[config.mk]
export PLATFORM = sky130hd
export DESIGN_NAME = aes_keyexp_master
export DESIGN_NICKNAME = d
export VERILOG_FILES = /design/src/rtl/aes_keyexp_master.sv
export SDC_FILE = /design/constraint.sdc
export NUM_CORES = 1
export LEC_CHECK = 0
export CORE_UTILIZATION = 56
export DETAILED_ROUTE_END_ITERATION = 12
export GPL_ROUTABILITY_DRIVEN = 0
export PLACE_DENSITY = 0.79
export SYNTH_ARGS = -nofsm -noshare
export SYNTH_HDL_FRONTEND = slang
export SYNTH_SLANG_ARGS = --single-unit
[constraint.sdc]
create_clock -name clk -period 2.6 [get_ports clk]
set_input_delay 0.39 -clock clk [delete_from_list [all_inputs] [get_ports clk]]
set_output_delay 0.39 -clock clk [all_outputs]
set_load 0.01 [all_outputs]
[src/rtl/aes_keyexp_master.sv]
// aes_keyexp_master: AES-128 key expansion engine acting as a data-memory bus master.
// Reads the cipher key, S-box and Rcon tables from memory and writes w[4]..w[4*ROUNDS+3]
// back in place. Optional read-back checking is compiled in with AES_KEYEXP_READBACK_EN.
module aes_keyexp_master #(
    parameter logic [31:0] KEY_BASE  = 32'd0,
    parameter logic [31:0] EXP_BASE  = 32'd4,
    parameter logic [31:0] RCON_BASE = 32'd114,
    parameter logic [31:0] SBOX_BASE = 32'd128,
    parameter int          ROUNDS    = 10
) (
    input  logic        clk,
    input  logic        reset,
    input  logic        start,
    output logic        busy,
    output logic        done,
    output logic        err,
    output logic        mem_re,
    output logic        mem_wr,
    output logic [31:0] mem_addr,
    output logic [31:0] mem_wdata,
    input  logic [31:0] mem_rdata
);

    typedef enum logic [2:0] {
        IDLE,
        LOAD,
        SUB,
        RCON,
        WRITE,
        VERIFY,
        DONE
    } state_t;

    localparam logic [5:0] LAST_I = 6'(4 * ROUNDS + 3);

    state_t      state;
    state_t      state_nxt;
    logic [31:0] win [4];
    logic [5:0]  i_cnt;
    logic [1:0]  byte_cnt;
    logic [31:0] temp;
    logic [31:0] word_val;
    logic [31:0] word_idx;
    logic [7:0]  sub_byte;
    logic [1:0]  rot_sel;
    logic [5:0]  rcon_idx;

`ifdef AES_KEYEXP_READBACK_EN
    logic [31:0] wr_last;
    logic        err_q;
    assign err = err_q;
`else
    assign err = 1'b0;
`endif

    // Word being produced: first word of a round uses the substituted temp, others chain win[3].
    assign word_val = win[0] ^ ((i_cnt[1:0] == 2'd0) ? temp : win[3]);
    assign rot_sel  = byte_cnt + 2'd1;
    assign rcon_idx = (i_cnt >> 2) - 6'd1;
    assign mem_addr = word_idx << 2;

    // RotWord byte selection from the newest window word; byte 0 is the most significant.
    always_comb begin
        sub_byte = 8'h00;
        case (rot_sel)
            2'd0: sub_byte = win[3][31:24];
            2'd1: sub_byte = win[3][23:16];
            2'd2: sub_byte = win[3][15:8];
            2'd3: sub_byte = win[3][7:0];
            default: sub_byte = 8'h00;
        endcase
    end

    // State register.
    always_ff @(posedge clk or negedge reset) begin
        if (!reset) begin
            state <= IDLE;
        end else begin
            state <= state_nxt;
        end
    end

    // Next-state and bus outputs, decoded purely from registered state.
    always_comb begin
        state_nxt = state;
        busy      = 1'b0;
        done      = 1'b0;
        mem_re    = 1'b0;
        mem_wr    = 1'b0;
        word_idx  = 32'd0;
        mem_wdata = 32'd0;
        case (state)
            IDLE: begin
                if (start) begin
                    state_nxt = LOAD;
                end
            end
            LOAD: begin
                busy     = 1'b1;
                mem_re   = 1'b1;
                word_idx = KEY_BASE + {30'd0, byte_cnt};
                if (byte_cnt == 2'd3) begin
                    state_nxt = SUB;
                end
            end
            SUB: begin
                busy     = 1'b1;
                mem_re   = 1'b1;
                word_idx = SBOX_BASE + {24'd0, sub_byte};
                if (byte_cnt == 2'd3) begin
                    state_nxt = RCON;
                end
            end
            RCON: begin
                busy      = 1'b1;
                mem_re    = 1'b1;
                word_idx  = RCON_BASE + {26'd0, rcon_idx};
                state_nxt = WRITE;
            end
            WRITE: begin
                busy      = 1'b1;
                mem_wr    = 1'b1;
                word_idx  = EXP_BASE + {26'd0, i_cnt} - 32'd4;
                mem_wdata = word_val;
`ifdef AES_KEYEXP_READBACK_EN
                state_nxt = VERIFY;
`else
                if (i_cnt == LAST_I) begin
                    state_nxt = DONE;
                end else if (i_cnt[1:0] == 2'd3) begin
                    state_nxt = SUB;
                end else begin
                    state_nxt = WRITE;
                end
`endif
            end
`ifdef AES_KEYEXP_READBACK_EN
            VERIFY: begin
                busy     = 1'b1;
                mem_re   = 1'b1;
                word_idx = EXP_BASE + {26'd0, i_cnt} - 32'd5;
                if (i_cnt == LAST_I + 6'd1) begin
                    state_nxt = DONE;
                end else if (i_cnt[1:0] == 2'd0) begin
                    state_nxt = SUB;
                end else begin
                    state_nxt = WRITE;
                end
            end
`endif
            DONE: begin
                done      = 1'b1;
                state_nxt = IDLE;
            end
            default: begin
                state_nxt = IDLE;
            end
        endcase
    end

    // Datapath: key window, counters, substitution temp and read-back error flag.
    always_ff @(posedge clk or negedge reset) begin
        if (!reset) begin
            win[0]   <= 32'd0;
            win[1]   <= 32'd0;
            win[2]   <= 32'd0;
            win[3]   <= 32'd0;
            i_cnt    <= 6'd0;
            byte_cnt <= 2'd0;
            temp     <= 32'd0;
`ifdef AES_KEYEXP_READBACK_EN
            wr_last  <= 32'd0;
            err_q    <= 1'b0;
`endif
        end else begin
            case (state)
                IDLE: begin
                    if (start) begin
                        byte_cnt <= 2'd0;
                        i_cnt    <= 6'd0;
`ifdef AES_KEYEXP_READBACK_EN
                        err_q    <= 1'b0;
`endif
                    end
                end
                LOAD: begin
                    win[0]   <= win[1];
                    win[1]   <= win[2];
                    win[2]   <= win[3];
                    win[3]   <= mem_rdata;
                    byte_cnt <= byte_cnt + 2'd1;
                    if (byte_cnt == 2'd3) begin
                        i_cnt <= 6'd4;
                    end
                end
                SUB: begin
                    case (byte_cnt)
                        2'd0: temp[31:24] <= mem_rdata[7:0];
                        2'd1: temp[23:16] <= mem_rdata[7:0];
                        2'd2: temp[15:8]  <= mem_rdata[7:0];
                        2'd3: temp[7:0]   <= mem_rdata[7:0];
                        default: ;
                    endcase
                    byte_cnt <= byte_cnt + 2'd1;
                end
                RCON: begin
                    temp <= temp ^ {mem_rdata[7:0], 24'h000000};
                end
                WRITE: begin
                    win[0] <= win[1];
                    win[1] <= win[2];
                    win[2] <= win[3];
                    win[3] <= word_val;
                    i_cnt  <= i_cnt + 6'd1;
`ifdef AES_KEYEXP_READBACK_EN
                    wr_last <= word_val;
`endif
                end
`ifdef AES_KEYEXP_READBACK_EN
                VERIFY: begin
                    if (mem_rdata != wr_last) begin
                        err_q <= 1'b1;
                    end
                end
`endif
                default: ;
            endcase
        end
    end

endmodule

==> impl_metrics.json, run 1 <==
{
  "dieArea_um2": 15500,
  "clk_latency_ns": 0.43,
  "finalMaxSlewViolations": 0,
  "p_per_area_nw_per_um2": 1540,
  "min-delay-path-class": "flip-flop to flip-flop",
  "r2r_setup_slack_ns": 0.48,
  "register_area_um2": 4280,
  "final_nets": 861,
  "fin_skew_ns": 0.0149,
  "post_dp_cell_area_um2": 9360,
  "drc": 0,
  "rsz0062_at_grt": "true",
  "grt_pass1_wl_um": 32300,
  "cts.sinks": 171,
  "syn_area_um2": 8410,
  "maxSlewHeadroom_pct": 55.8,
  "yosysWarnings": 0,
  "path_max_fanout": 6,
  "max_slew.worst_pin.slew_ns": 0.663,
  "cts_buffers": 17,
  "diodes": 0,
  "cts.htree.levels": 4,
  "synth_edf_count": 0,
  "critPathLaunchType": "flip-flop",
  "synthTopCellsByArea": "dfrtp_1, mux2_2, mux2_1, mux2i_1, nand2_1",
  "r2r_cells": 5,
  "gr-total-overflow": 0,
  "hold_viol": 0,
  "slowest_stage": "a222oi_1",
  "initial_core_util_pct": 57.6,
  "rows": 44,
  "multi_input_area_um2": 4000,
  "critPathKind": "flip-flop to primary output",
  "cap_viol_max_count": 0,
  "fill_cells": 949,
  "clk_pin_slew_ns": 0.06,
  "wl_per_cell_um": 20.4,
  "synth_top_area_share_pct": 50.9,
  "dr.pass1.iters": 6,
  "crit_chain": "inv_2 > ha_4 > clkbuf_2 > a222oi_1 > o21ai_1 > nand2_1 > o221ai_1 > clkbuf_2",
  "cts_root_buf": "clkbuf_16",
  "ios": 104,
  "ys.flop_type": "dfrtp_1",
  "r2r-start": "state[1]",
  "syn_to_final_growth_pct": 23.9,
  "ys_seq_area_share_pct": 50.9,
  "synthArstFlopShare_pct": 100,
  "period_share_pct": 102,
  "ant_nets": 0,
  "avgSynthCellArea_um2": 11.7,
  "synth.most_common_cell": "dfrtp_1",
  "cp.required_ns": 2.21,
  "utilization_pct": 71.4,
  "io_buffers": 79,
  "clk_path_buf_depth": 2,
  "vias": 6010,
  "drtIter0Drc": 649,
  "setup_slack_ns": -0.0570,
  "min_period_ns": 2.66,
  "grt_max_degree": 69,
  "crit_path_frequent_cell": "clkbuf_2",
  "p_leak_nw": 4.69,
  "p_total_mw": 16.1,
  "endpoint_kind": "primary output",
  "hold_path_depth": 1,
  "cpPeakStageDelay_ns": 0.45,
  "fmax_ghz": 0.376,
  "place_inst": 953,
  "vias_per_cell": 5.96,
  "die_x_um": 125,
  "grt_antenna_before_repair": 0,
  "status": "complete, but fails checks",
  "hold_path_end": "win[91]",
  "drive_gt1_share_pct": 28.5,
  "grt_pass1_vias": 6073,
  "yosys_register_bits": 171,
  "grtUsageTotal_pct": 26.8,
  "synthCells": 716,
  "violations": "negative setup slack",
  "rr_endpoint": "temp[5]",
  "hp-start": "win[59]",
  "dpl.hpwl_um": 13000,
  "cts_tree": "done",
  "final_area_um2": 10400,
  "setup_viol": 4,
  "ys_top_cells_by_count": "dfrtp_1, mux2_2, nand2_1",
  "netlist-cell-type-count": 47,
  "cp_data_arrival_time_ns": 2.27,
  "wl_um": 20600,
  "fin_cells": 1009,
  "peakVddDrop_uv": 843,
  "die_y_um": 125,
  "yosysTopAreaCell": "dfrtp_1",
  "core_um2": 14600
}
==> flip-flops by register name, summed over array words and instances, names as in the netlist <==
| register | flops |
|---|---|
| i_cnt | 6 |
| byte_cnt | 2 |
| temp | 32 |
| win | 128 |
| state | 3 |
==> worst max path at each step <==
| stage | start | depth (start not counted) | slack (ns) | end |
|---|---|---|---|---|
| floorplan | byte_cnt[0] | 7 | 0.63 | mem_addr[7] |
| global placement | byte_cnt[0] | 7 | 0.04 | mem_addr[7] |
| detailed placement | byte_cnt[0] | 7 | -0.02 | mem_addr[7] |
| global route | byte_cnt[0] | 8 | -0.16 | mem_addr[2] |
| finish | byte_cnt[0] | 8 | -0.06 | mem_addr[2] |
| CTS | i_cnt[0] | 7 | -0.16 | mem_wdata[25] |
==> area by class of cell <==
| class | count | area share [%] |
|---|---|---|
| clock buffer | 21 | 4.42 |
| clock inverter | 9 | 1.53 |
| inverter | 12 | 0.493 |
| multi-input combinational | 485 | 38.4 |
| sequential | 171 | 41.1 |
| tap | 184 | 2.21 |
| timing repair buffer | 127 | 11.8 |
==> repair_timing <==
action | in CTS | in global routing
setup buffers | 11 | 13
hold endpoints to repair | 65 | 0
pin swaps | 15 | 31
gates cloned | 1 | 0
setup endpoints to repair | 41 | 25
hold buffers | 1 | 0
gates resized for setup | 82 | 66
==> power breakdown <==
group	internal (mW)	switching (mW)
Clock	1.66	1.04
Sequential	4.05	1.17
Combinational	4.35	3.80
==> cells in the final DEF (no fill, tap or decap), types with 4 or more instances in the layout <==
cell | Yosys | routed
dfrtp_1 | 171 | 170
mux2_2 | 86 | 85
nand2_1 | 81 | 81
clkdlybuf4s50_1 | 0 | 37
mux2_1 | 36 | 36
nor2_1 | 40 | 35
buf_4 | 31 | 33
o22a_1 | 32 | 32
xor2_1 | 34 | 31
conb_1 | 1 | 24
clkbuf_16 | 0 | 17
dlygate4sd2_1 | 0 | 15
a21oi_1 | 15 | 14
mux2i_1 | 35 | 14
nor2_2 | 9 | 14
mux2i_2 | 0 | 14
clkbuf_2 | 0 | 14
o21ai_1 | 7 | 13
buf_12 | 0 | 10
clkdlybuf4s15_1 | 0 | 9
a222oi_1 | 8 | 8
mux2i_4 | 0 | 7
a311oi_1 | 8 | 7
o21ai_0 | 12 | 6
ha_4 | 0 | 6
ha_1 | 12 | 6
inv_2 | 1 | 5
inv_1 | 11 | 5
nand3_1 | 4 | 4
and2_1 | 4 | 4
bufinv_16 | 0 | 4
==> worst max-delay path, delay by kind of cell, from the launching register on <==
kind	cells	cell delay (ns)
flip-flops	1	0.40
buffers and inverters	3	0.42
adder cells (fa/ha/maj)	1	0.19
AO/OA/AOI/OAI	3	0.74
AND/OR/NAND/NOR	1	0.10
==> metal layers <==
metal  track usage (%)  vias to the layer above  part of all wire, %
li1                  -                     2653                    -
met4              11.2                        0                  3.3
met5                 0                        -                    0
met2              42.5                      281                   49
met3              5.80                       58                  6.7
met1              35.7                     3018                   41
==> stage by stage <==
step / setup slack, ns / TNS, ns / hold slack, ns
finish: -0.0570 / -0.0867 / 0.486
CTS: -0.155 / -0.570 / 0.488
global route: -0.157 / -0.794 / 0.504
floorplan: 0.628 / 0 / 0.0944
detailed placement: -0.0234 / -0.0234 / 0.446
global placement: 0.0430 / 0 / 0.436
==> logic make-up (layout without fill, tap and decap cells) <==
kind of cell    count (synthesis)  count (layout)  synth area share [%]
flops                         171             171                  50.9
other cells                     1              24                0.0446
simple gates                  154             154                  8.02
xor+xnor                       37              37                  3.85
mux                           157             157                  20.5
fa+ha+maj                      12              12                  1.79
compound gates                101             101                  9.06
buf+inv                        83             169                  5.82
(Power assumes the default switching activity.)
==> run 2, diff against run 1 <==
--- a/config.mk
+++ b/config.mk
@@ -5,10 +5,11 @@
 export SDC_FILE = /design/constraint.sdc
 export NUM_CORES = 1
 export LEC_CHECK = 0
-export CORE_UTILIZATION = 56
+export CORE_UTILIZATION = 54
+export CTS_CLUSTER_SIZE = 30
 export DETAILED_ROUTE_END_ITERATION = 12
 export GPL_ROUTABILITY_DRIVEN = 0
-export PLACE_DENSITY = 0.79
+export PLACE_DENSITY = 0.77
 export SYNTH_ARGS = -nofsm -noshare
 export SYNTH_HDL_FRONTEND = slang
 export SYNTH_SLANG_ARGS = --single-unit
==> run 2 against run 1 <==
  * The run still ends with negative setup slack left
  * Maximum frequency grew 0.55%
  * Clock power down 4%
  * Sequential share of layout area up 0.22 points
  * Clock-buffer cell count grew 3
  * Hold slack improved by 0.0038 ns
  * Setup slack gained 0.014 ns
  * Combinational power shrank 4.9%
  * Design area down 0.54%
  * Utilization down 3.2 points
  * Critical path depth down 2
  * Routed wire length shrank 5.4%
  * Via count is 4.4% lower
  * Largest cell class unchanged
==> impl_metrics.json, run 2 (same netlist as run 1, synthesis figures left out) <==
{
  "slowest_stage": "a222oi_1",
  "place_worst_setup_slack_ns": -0.0139,
  "min_period_ns": 2.64,
  "gr-total-overflow": 0,
  "status": "complete, but fails checks",
  "cp.required_ns": 2.21,
  "power_frac_seq_pct": 33.5,
  "sw_frac_of_total_pct": 37.2,
  "finalMaxSlewViolations": 0,
  "ant_nets": 0,
  "p_per_area_nw_per_um2": 1500,
  "largest_reg_flops": 128,
  "diodes": 0,
  "dr.pass1.iters": 5,
  "final_cell_mix": "dfrtp_1, mux2_2, nand2_1",
  "vias": 5747,
  "netSwitchingPower_mw": 5.77,
  "die_y_um": 127,
  "grt_antenna_before_repair": 0,
  "final_nets": 854,
  "regMostFlops": "win",
  "vias_per_cell": 5.70,
  "final_area_um2": 10400,
  "final_common_cell": "dfrtp_1",
  "drc": 0,
  "cts_root_buf": "clkbuf_16",
  "fin_cells": 1008,
  "max_slew.worst_pin.slew_ns": 0.655,
  "cpPeakStageDelay_ns": 0.51,
  "fmax_ghz": 0.378,
  "syn_to_final_growth_pct": 23.2,
  "critPathKind": "flip-flop to primary output",
  "reg_top3": "win: 128 flops, temp: 32 flops, i_cnt: 6 flops",
  "endpoint_kind": "primary output",
  "cts_buffers": 17,
  "critPathLaunchType": "flip-flop",
  "fin_skew_ns": 0.00717,
  "clk_latency_ns": 0.43,
  "dpl.hpwl_um": 12500,
  "cp_data_arrival_time_ns": 2.25,
  "cap_viol_max_count": 0,
  "rsz0062_at_grt": "true",
  "die_x_um": 127,
  "drtIter0Drc": 473,
  "p_leak_nw": 4.69,
  "grt_max_degree": 68,
  "setup_viol": 1,
  "path_max_fanout": 9,
  "initial_core_util_pct": 55.3,
  "grtUsageTotal_pct": 25.8,
  "rows": 45,
  "intPower_mw": 9.75,
  "cts.sinks": 171,
  "period_share_pct": 102,
  "hold_ws_ns": 0.489,
  "violations": "negative setup slack",
  "ios": 104,
  "cts_tree": "done",
  "place_inst": 957,
  "min-delay-path-class": "flip-flop to flip-flop",
  "combPwrFrac_pct": 49.9,
  "wl_um": 19500,
  "io_buffers": 79,
  "grt_pass1_vias": 5818,
  "clk_pin_slew_ns": 0.07,
  "setup_slack_ns": -0.0425,
  "wl_per_cell_um": 19.3,
  "peakVddDrop_uv": 893,
  "hold_viol": 0,
  "grt_pass1_wl_um": 31500,
  "p_clk_share_pct": 16.6,
  "dieArea_um2": 16100,
  "post_dp_cell_area_um2": 9320,
  "clk_path_buf_depth": 2,
  "crit_chain": "buf_6 > ha_4 > a222oi_1 > mux2_4 > nor2_1 > dlygate4sd2_1",
  "drive_gt1_share_pct": 27.1,
  "maxSlewHeadroom_pct": 56.3,
  "cts.htree.levels": 4,
  "core_um2": 15200
}
[run 2: changes by cell type in the layout (fill, tap and decap cells not counted), sizes merged]
cell,before,now
buf,47,39
clkdlybuf4s15,9,5
clkinvlp,2,1
dlymetal6s2s,3,0
clkinv,1,4
dlygate4sd2,15,25
bufinv,4,2
inv,14,13
bufbuf,1,2
[run 2: final timing paths]
path	slack [ns]	cells past startpoint	end	startpoint
max	-0.04	6	mem_addr[10]	byte_cnt[0]
min	0.49	1	win[94]	win[94]
max reg2reg	0.44	5	win[77]	state[2]
min reg2reg	0.49	1	win[94]	win[94]
max in group asynchronous	1.26	3	win[24]	reset
min in group asynchronous	0.52	2	state[2]	reset
[run 2: layer usage]
metal | part of all wire (%) | global-route usage [%] | vias to the layer above
li1 | - | - | 2641
met1 | 43 | 34.6 | 2878
met2 | 49 | 43.0 | 193
met3 | 5.7 | 5.06 | 35
met4 | 2.1 | 7.49 | 0
met5 | 0 | 0 | -
[run 2: final cells by class]
class	instances	area, µm²
Fill cell	1090	4850
Sequential cell	171	4280
Multi-Input combinational cell	485	4000
Timing Repair Buffer	120	1180
Clock buffer	24	502
Tap cell	188	235
Clock inverter	8	108
Inverter	12	47.5
[run 2: stage by stage]
step,util [%],TNS [ns],total power [mW]
5_1_grt,68.1,-0.428,16.5
3_3_place_gp,61.3,0,11.6
4_1_cts,67.1,-0.00784,15.1
2_1_floorplan,-,0,10.1
3_5_place_dp,61.3,-0.0139,12.0
6_report,68.1,-0.0425,15.5
[run 2: power groups by stage]
stage | clock network (mW) | registers (mW) | logic, mW
6_report | 2.58 | 5.19 | 7.75
5_1_grt | 2.73 | 5.33 | 8.39
4_1_cts | 2.61 | 5.10 | 7.44
3_5_place_dp | 0 | 5.10 | 6.89
3_3_place_gp | 0 | 5.00 | 6.60
2_1_floorplan | 0 | 4.68 | 5.42
[run 2: repair_timing]
action,CTS,global route
endpoints found under the hold margin,46,0
pin swaps,15,33
endpoints found under the setup margin,41,28
setup buffers,9,6
hold buffers,1,0
cloned,2,1
resized for setup,89,46
[run 2: critical path: cells and delay by family (launching register included)]
family,cells,cell delay [ns]
AOI/OAI and AO/OA,1,0.51
adders and majority gates,1,0.19
buffers and inverters,2,0.42
DFF,1,0.40
muxes,1,0.26
and+or+nand+nor,1,0.05
==> run 3, diff against run 2 <==
--- a/config.mk
+++ b/config.mk
@@ -5,11 +5,11 @@
 export SDC_FILE = /design/constraint.sdc
 export NUM_CORES = 1
 export LEC_CHECK = 0
-export CORE_UTILIZATION = 54
-export CTS_CLUSTER_SIZE = 30
+export CORE_MARGIN = 3
+export CORE_UTILIZATION = 50
 export DETAILED_ROUTE_END_ITERATION = 12
 export GPL_ROUTABILITY_DRIVEN = 0
-export PLACE_DENSITY = 0.77
+export PLACE_DENSITY = 0.72
 export SYNTH_ARGS = -nofsm -noshare
 export SYNTH_HDL_FRONTEND = slang
 export SYNTH_SLANG_ARGS = --single-unit
==> run 3 against run 2 <==
  * The flow now finishes without violations
  * Final cell count up 3.2%
  * Register-to-register slack hardly changed
  * Clock-buffer cell count down 6
  * Maximum frequency up 3.3%
  * Utilization shrank 3.5 points
  * Routed wire length up 3.5%
  * Sequential share of layout area is 0.39 points lower
  * Critical endpoint is now mem_wdata[23]
  * Largest power group unchanged
==> impl_metrics.json, run 3 (same netlist as run 1, synthesis figures left out) <==
{
  "clk_latency_ns": 0.43,
  "cts.sinks": 171,
  "initial_core_util_pct": 52.0,
  "dr.pass1.iters": 9,
  "drtIter0Drc": 344,
  "setup_viol": 0,
  "hp-start": "win[94]",
  "grt_antenna_before_repair": 0,
  "cap_viol_max_count": 0,
  "p_leak_nw": 4.64,
  "final_cell_mix": "dfrtp_1, mux2_2, nand2_1",
  "crit_path_frequent_cell": "buf_4",
  "cp.required_ns": 2.21,
  "min-delay-path-class": "flip-flop to flip-flop",
  "status": "completed",
  "p_total_mw": 15.7,
  "drive_gt1_share_pct": 27.5,
  "critPathKind": "flip-flop to primary output",
  "gr-total-overflow": 0,
  "syn_to_final_growth_pct": 24.3,
  "drc": 0,
  "utilization_pct": 64.6,
  "maxSlewHeadroom_pct": 59.7,
  "diodes": 0,
  "ios": 104,
  "clk_pin_slew_ns": 0.06,
  "grt_max_degree": 66,
  "hold_ws_ns": 0.487,
  "clk_path_buf_depth": 2,
  "final_nets": 858,
  "reg_top3": "win: 128 flops, temp: 32 flops, i_cnt: 6 flops",
  "cts_buffers": 17,
  "grt_pass1_wl_um": 31600,
  "finalMaxSlewViolations": 0,
  "largest_reg_flops": 128,
  "r2r_cells": 5,
  "fin_skew_ns": 0.0145,
  "hold_viol": 0,
  "vias": 5813,
  "vias_per_cell": 5.59,
  "dpl.hpwl_um": 13400,
  "max_slew.worst_pin.slew_ns": 0.605,
  "final_common_cell": "dfrtp_1",
  "fin_cells": 1040,
  "die_x_um": 136,
  "wl_um": 20200,
  "slowest_stage": "dfrtp_1",
  "min_period_ns": 2.56,
  "rsz0062_at_grt": "true",
  "regMostFlops": "win",
  "wl_per_cell_um": 19.4,
  "period_share_pct": 98.4,
  "cts_root_buf": "clkbuf_16",
  "dieArea_um2": 18400,
  "cts.htree.levels": 4,
  "critPathLaunchType": "flip-flop",
  "r2r_setup_slack_ns": 0.45,
  "rr_endpoint": "win[61]",
  "hold_path_depth": 1,
  "crit_chain": "inv_2 > ha_4 > buf_4 > buf_12 > buf_4 > mux2i_2 > xor2_1 > nor2_2 > clkbuf_2",
  "core_um2": 16200,
  "grt_pass1_vias": 5883,
  "peakVddDrop_uv": 841,
  "cpPeakStageDelay_ns": 0.39,
  "cp_data_arrival_time_ns": 2.17,
  "r2r-start": "state[2]",
  "die_y_um": 136,
  "fill_cells": 1252,
  "path_max_fanout": 8,
  "grtUsageTotal_pct": 22.4,
  "cts_tree": "done",
  "endpoint_kind": "primary output",
  "ant_nets": 0,
  "io_buffers": 79,
  "rows": 46,
  "p_per_area_nw_per_um2": 1500,
  "fmax_ghz": 0.391,
  "place_inst": 986,
  "hold_path_end": "win[94]",
  "fin_setup_tns_ns": 0
}
==> run 3: cell count changes in the layout (fill, tap and decap cells not counted), sizes merged <==
cell	change
buf	+6
clkinvlp	+2
clkinv	+2
bufinv	+1
clkdlybuf4s15	+11
inv	+1
dlygate4sd2	-11
bufbuf	-1
clkbuf	-7
==> run 3: layout make-up <==
type                       count  area, µm²  area share, %
clock buffer                  18        429           4.11
clock inverter                14        171           1.64
inverter                      12       45.0          0.431
multi-input combinational    485       4020           38.4
sequential                   171       4280           40.9
tap                          216        270           2.59
timing repair buffer         124       1240           11.9
==> run 3: through the flow <==
step                instance area, µm²  setup WS, ns
global placement                  9360        0.0696
floorplan                         8490         0.628
CTS                              10200       -0.0262
finish                           10500        0.0421
global route                     10500       -0.0837
detailed placement                9360        0.0433
==> run 3: critical path: cells and delay by family (launching register included) <==
family	cells	cell delay [ns]
fa+ha+maj	1	0.19
simple gates	1	0.07
mux	1	0.24
flops	1	0.39
xor+xnor	1	0.22
buf+inv	5	0.62
==> run 3: worst max-delay path by stage <==
stage / start / slack, ns / depth (start not counted) / to
6_report: i_cnt[0] / 0.04 / 9 / mem_wdata[23]
5_1_grt: byte_cnt[0] / -0.08 / 7 / mem_addr[5]
3_5_place_dp: byte_cnt[0] / 0.04 / 7 / mem_addr[7]
4_1_cts: i_cnt[1] / -0.03 / 8 / mem_wdata[6]
2_1_floorplan: byte_cnt[0] / 0.63 / 7 / mem_addr[7]
3_3_place_gp: byte_cnt[0] / 0.07 / 7 / mem_addr[7]
==> run 3: timing repair <==
| item | 4_1_cts | 5_1_grt |
|---|---|---|
| setup buffers | 11 | 7 |
| pin swaps | 10 | 25 |
| resized for setup | 95 | 59 |
| endpoints found under the setup margin | 41 | 34 |
| cloned | 2 | 1 |
| endpoints found under the hold margin | 61 | 0 |
| hold buffers | 1 | 0 |
==> run 3: where the power goes <==
part | total (mW) | switching, mW | internal, mW
combinational | 7.91 | 3.65 | 4.26
sequential | 5.20 | 1.15 | 4.06
clock | 2.56 | 1.05 | 1.51
total | 15.7 | 5.84 | 9.83
==> run 3: layer usage <==
| metal | vias up | global-route usage, % | share of wire, % |
|---|---|---|---|
| li1 | 2654 | - | - |
| met1 | 2965 | 29.5 | 43 |
| met2 | 168 | 37.6 | 50 |
| met3 | 26 | 4.23 | 5.0 |
| met4 | 0 | 7.17 | 1.4 |
| met5 | - | 0 | 0 |
